[config.mk]
export PLATFORM = sky130hd
export DESIGN_NAME = rr_arbiter
export DESIGN_NICKNAME = d
export VERILOG_FILES = /design/src/rtl/rr_arbiter.sv
export SDC_FILE = /design/constraint.sdc
export NUM_CORES = 1
export LEC_CHECK = 0
export CAP_MARGIN = 5
export CELL_PAD_IN_SITES_DETAIL_PLACEMENT = 0
export CELL_PAD_IN_SITES_GLOBAL_PLACEMENT = 1
export CORE_UTILIZATION = 47
export CTS_CLUSTER_SIZE = 14
export DETAILED_ROUTE_END_ITERATION = 7
export PLACE_DENSITY = 0.89
export SLEW_MARGIN = 5
export SYNTH_ARGS = -nofsm -noshare
export SYNTH_HDL_FRONTEND = slang
export SYNTH_SLANG_ARGS = --single-unit
[constraint.sdc]
create_clock -name clk -period 8 [get_ports clk]
set_clock_uncertainty 0.1 [all_clocks]
set_input_delay 0.8 -clock clk [delete_from_list [all_inputs] [get_ports clk]]
set_output_delay 0.8 -clock clk [all_outputs]
set_load 0.02 [all_outputs]
[src/rtl/rr_arbiter.sv]
// Round-robin arbiter: grants one of N requesters, holds the grant until done/abort.
// Optional RR_ARB_LOCK_EN adds a lock input that keeps the grant across done.
//
// state | meaning
// IDLE  | no grant held; arbitrate on every cycle from ptr
// GRANT | gnt/gnt_idx held until done or the granted req drops
module rr_arbiter #(
    parameter int N = 8,
    localparam int IDX_W = $clog2(N)
) (
    input  logic             clk,
    input  logic             rst_n,
    input  logic [N-1:0]     req,
    input  logic             done,
`ifdef RR_ARB_LOCK_EN
    input  logic             lock,
`endif
    output logic [N-1:0]     gnt,
    output logic [IDX_W-1:0] gnt_idx,
    output logic             busy
);

    generate
        if (N < 2) begin : g_bad_n
            $error("rr_arbiter: N must be >= 2");
        end
    endgenerate

    typedef enum logic {IDLE, GRANT} state_t;

    localparam logic [IDX_W:0]   N_W  = (IDX_W+1)'(N);
    localparam logic [IDX_W-1:0] LAST = IDX_W'(N - 1);

    state_t           state;
    logic [IDX_W-1:0] ptr;

    logic             done_rel;
    logic             release_ev;
    logic             arb;
    logic [IDX_W-1:0] search_ptr;
    logic [IDX_W:0]   cand;
    logic             found;
    logic [IDX_W-1:0] win;
    logic [N-1:0]     win_oh;

`ifdef RR_ARB_LOCK_EN
    assign done_rel = done & ~lock;
`else
    assign done_rel = done;
`endif

    // abort (granted req dropped) releases even when locked
    assign release_ev = (state == GRANT) && (done_rel || !req[gnt_idx]);
    assign arb        = (state == IDLE) || release_ev;

    always_comb begin
        search_ptr = ptr;
        if (release_ev) begin
            search_ptr = (gnt_idx == LAST) ? '0 : gnt_idx + 1'b1;
        end
    end

    always_comb begin
        found  = 1'b0;
        win    = '0;
        cand   = '0;
        win_oh = '0;
        for (int i = 0; i < N; i++) begin
            cand = {1'b0, search_ptr} + (IDX_W+1)'(i);
            if (cand >= N_W) begin
                cand = cand - N_W;
            end
            if (!found && req[cand[IDX_W-1:0]]) begin
                found = 1'b1;
                win   = cand[IDX_W-1:0];
            end
        end
        win_oh[win] = 1'b1;
    end

    always_ff @(posedge clk or negedge rst_n) begin
        if (!rst_n) begin
            state   <= IDLE;
            ptr     <= '0;
            gnt     <= '0;
            gnt_idx <= '0;
            busy    <= 1'b0;
        end else if (arb) begin
            ptr <= search_ptr;
            if (found) begin
                state   <= GRANT;
                gnt     <= win_oh;
                gnt_idx <= win;
                busy    <= 1'b1;
            end else begin
                state   <= IDLE;
                gnt     <= '0;
                gnt_idx <= '0;
                busy    <= 1'b0;
            end
        end
    end

endmodule

==> results by stage <==
Status:
- The run finished with clean final reports.

Cells and area:
- The total inserted antenna cells is 0.
- The ratio of cells with drive above 1 in the final layout is 11.3%.
- From synthesis to final layout, the design area changed by 9.75%.
- The net count of the finished layout is 316.

Hold path:
- Counting instances, the worst hold path has a depth of 2.
- The tightest min-delay check is of the flop to flop type.

Setup path:
- The largest single stage delay on the critical path is 670 ps.
- The type of element launching the critical path is an input port.
- The type of the worst setup path is input port to flop.
- In this run the worst path has a maximum fanout of 15.
- For the worst setup path, the data arrival time is 5850 ps.
- Walking the worst path, the cells encountered are clkdlybuf4s50_1 > mux2i_1 > a221o_1 > o21ai_2 > mux2i_4 > inv_1 > ha_1 > inv_1 > nor3_1 > or2_2 > mux4_2 > o21ai_0 > a211oi_1 > o32ai_1 > a21boi_1 > a32o_1.
- The nature of the critical path endpoint is a flop.
- Measured in cells, the most critical reg-to-reg path has a length of 15.
- For this design, the slowest cell found on the critical path is sky130_fd_sc_hd__clkdlybuf4s50_1.
- The cell with the most instances on the worst path is sky130_fd_sc_hd__inv_1.
- The worst path required time is 8080 ps.

Route:
- After detailed routing, the number of vias per cell comes to 6.54.
- The routed design has 6.53 mm of wire.
- The number of antenna-violating nets in the routed design is 0.
- The first TritonRoute pass finished after 5 iterations.
- The DRC marker count from the first detailed-route iteration is 216.
- In the routed design, unresolved DRC markers number 0.
- The via count of the routed design is 2407.
- The average wire per cell in the routed design is 17.7 um.

Clock tree:
- The number of hold-repair buffers added at the cts stage is 0.
- The clock slew seen by the registers of the worst setup and hold paths is 60 ps.
- TritonCTS built the clock tree.
- The number of H-tree levels is 1.
- CTS placed an instance of sky130_fd_sc_hd__clkbuf_8 at the clock tree root.
- No sink is reached through more buffers than the 2 on the longest clock path.
- Clock latency on the worst-skew pair, taken at its later pin, is 250 ps.
- The CTS sink count is 15.
- Post-CTS repair changed the size of 0 cells.
- The number of buffers created by CTS is 3.
- The buffers inserted during post-CTS setup optimization is 0.

STA:
- After layout, the minimum clock period comes to 5770 ps.
- The final critical-path setup slack is 2230 ps.
- Setup violations remaining at the end of the flow were counted as 0.
- Headroom to the max-slew limit came out at 40.2%.
- The final critical path takes up 72.1% of the cycle.
- Setup repair after global routing left no endpoint under its margin.
- The count of endpoints failing hold in the final timing report is 0.
- The aggregate negative setup slack is 0 ps.
- At the pin with the least slew margin, the transition time is 895 ps.
- Based on the critical path, the design can be clocked at up to 173 MHz.
- The final max-slew violation count was 0.

Place:
- The weighted congestion reported at the end of routability-driven placement is 0.878.
- The post-detailed-placement half-perimeter wirelength is 4.88 mm.
- Before CTS, the worst setup slack after placement is 2070 ps.
- The count of port buffers added during placement is 22.

Floorplanning:
- The core area is 0.00475 mm2.
- The number of rows in the core area is 25.
- The number of placed I/O pins is 23.
- The horizontal die dimension is 72.5 um.
- The die span in y is 72.5 um.
- The die area is 0.00525 mm2.
- The effective utilization at floorplan is 49.1%.

Synth:
- The proportion of synthesized flip-flops having asynchronous set or reset is 100%.
- The mean instance size in the synthesized netlist is 7.78 um2.
- Counting every instance in the synthesized netlist gives 300.
- Counting flops and latches in the post-synthesis netlist gives 15.
- For this run, the leading register cell type out of synthesis is sky130_fd_sc_hd__dfrtp_1.
- The post-synthesis instance area is 0.00233 mm2.
- The number of nets produced by synthesis is 314.
- The synthesized design contains 0 enable-type register cells.
- Synthesis instantiated 69 different standard cells from the library.
- The portion of the post-synthesis area used by sequential elements is 16.1%.
- The total number of yosys warnings is 0.

Global route:
- The first global-routing pass estimated 11.0 mm of wire.
- The total routing resource utilization after global routing is 26.2%.
- For this run the aggregate overflow at the end of global routing stands at 0.
- The maximum number of pins on one net before global-route repair is 37.
- The initial antenna violation count is 0.
- The via count of the first global-routing pass is 2216.

Run:
- The max capacitance violation total is 0.
==> cell families (layout without fill, tap and decap cells) <==
| family | after synthesis | in the layout | synth area share [%] |
|---|---|---|---|
| buffers and inverters | 34 | 35 | 6.86 |
| and+or+nand+nor | 119 | 119 | 26.5 |
| DFF | 15 | 15 | 16.1 |
| muxes | 33 | 33 | 17.0 |
| adders and majority gates | 3 | 3 | 1.61 |
| xor gates and xnor gates | 2 | 2 | 0.750 |
| AOI/OAI and AO/OA | 94 | 94 | 31.2 |
==> final timing paths <==
| kind | start | endpoint | slack [ps] |
|---|---|---|---|
| max | req[1] | gnt[7] | 2230 |
| min | gnt[2] | gnt[2] | 380 |
| max reg2reg | gnt_idx[0] | gnt[7] | 2790 |
| min reg2reg | gnt[2] | gnt[2] | 380 |
| max in group asynchronous | rst_n | gnt[2] | 6560 |
| min in group asynchronous | rst_n | gnt_idx[2] | 840 |
==> metrics by stage <==
stage | cell area, um2 | util, % | hold WS [ps] | instances
3_5_place_dp | 2520 | 52.9 | 378 | 364
4_1_cts | 2560 | 53.9 | 391 | 368
3_3_place_gp | 2520 | 52.9 | 361 | 364
6_report | 2560 | 53.9 | 384 | 368
5_1_grt | 2560 | 53.9 | 403 | 368
2_1_floorplan | 2330 | - | 404 | 300
==> metal layers <==
| metal | part of all wire (%) | GRT usage (%) | wire length [um] |
|---|---|---|---|
| met5 | 0 | 0 | 0 |
| met4 | 1.5 | 5.23 | 101 |
| met3 | 6.6 | 1.94 | 431 |
| met2 | 45 | 41.8 | 2900 |
| met1 | 47 | 38.7 | 3090 |
==> cells in the mapped netlist, types with 5 or more instances <==
master                     count  area [um2]
sky130_fd_sc_hd__nand2_1      24        90.1
sky130_fd_sc_hd__dfrtp_1      15         375
sky130_fd_sc_hd__a21oi_1      15        75.1
sky130_fd_sc_hd__buf_2        11        55.1
sky130_fd_sc_hd__o21ai_0      10        50.1
sky130_fd_sc_hd__o22ai_1       6        37.5
sky130_fd_sc_hd__nor4_1        6        37.5
sky130_fd_sc_hd__nor2_1       29         109
sky130_fd_sc_hd__and3_1        5        31.3
sky130_fd_sc_hd__a211oi_1      5        37.5
sky130_fd_sc_hd__mux2_2        5        56.3
sky130_fd_sc_hd__or4_1         6        45.0
sky130_fd_sc_hd__nor2b_1       6        37.5
sky130_fd_sc_hd__nor3_1       13        65.1
sky130_fd_sc_hd__clkbuf_1     11        41.3
sky130_fd_sc_hd__inv_1         6        22.5
sky130_fd_sc_hd__a31oi_1       5        31.3
sky130_fd_sc_hd__mux2i_1      21         210
sky130_fd_sc_hd__nand3_1      11        55.1
==> state kept, by name (all words and copies together) (netlist names) <==
signal	count
gnt	8
gnt_idx	3
ptr	3
state	1
==> cells in the final DEF (no fill, tap or decap), types with 3 or more instances in the layout <==
| master | count |
|---|---|
| sky130_fd_sc_hd__a32o_1 | 4 |
| sky130_fd_sc_hd__inv_1 | 6 |
| sky130_fd_sc_hd__mux2i_1 | 21 |
| sky130_fd_sc_hd__ha_1 | 3 |
| sky130_fd_sc_hd__a22oi_1 | 4 |
| sky130_fd_sc_hd__a21oi_1 | 15 |
| sky130_fd_sc_hd__o221ai_1 | 4 |
| sky130_fd_sc_hd__o21ai_1 | 3 |
| sky130_fd_sc_hd__nor2_1 | 29 |
| sky130_fd_sc_hd__o22ai_1 | 6 |
| sky130_fd_sc_hd__a211oi_1 | 5 |
| sky130_fd_sc_hd__o31ai_1 | 4 |
| sky130_fd_sc_hd__and3_1 | 5 |
| sky130_fd_sc_hd__o211a_1 | 3 |
| sky130_fd_sc_hd__mux2_2 | 5 |
| sky130_fd_sc_hd__o211ai_1 | 3 |
| sky130_fd_sc_hd__dfrtp_1 | 15 |
| sky130_fd_sc_hd__nand3_1 | 11 |
| sky130_fd_sc_hd__nand2b_1 | 4 |
| sky130_fd_sc_hd__nand2_1 | 24 |
| sky130_fd_sc_hd__clkdlybuf4s50_1 | 22 |
| sky130_fd_sc_hd__nor4_1 | 6 |
| sky130_fd_sc_hd__a31oi_1 | 5 |
| sky130_fd_sc_hd__or4_1 | 6 |
| sky130_fd_sc_hd__o21ai_0 | 10 |
| sky130_fd_sc_hd__nor2b_1 | 6 |
| sky130_fd_sc_hd__clkbuf_8 | 3 |
| sky130_fd_sc_hd__nor3_1 | 13 |
| sky130_fd_sc_hd__mux2i_2 | 3 |
==> layout make-up <==
type | instances | area [um2]
clock buffers | 3 | 41.3
clock inverters | 1 | 5.00
well taps | 67 | 83.8
inverters | 8 | 30.0
flip-flops and latches | 15 | 375
fillers | 474 | 2190
multi-input cells | 251 | 1800
repair buffers | 23 | 228
==> critical path, delay by kind of cell <==
kind                     cells  cell delay, ps
adder cells (fa/ha/maj)      1             290
multiplexers                 3            1130
AND/OR/NAND/NOR              2             460
buffers and inverters        3            1090
AO/OA/AOI/OAI                7            2080
Power is left out: the tool's default activity adds up to more than one toggle a clock period on the data nets, which glitch-free logic cannot reach.
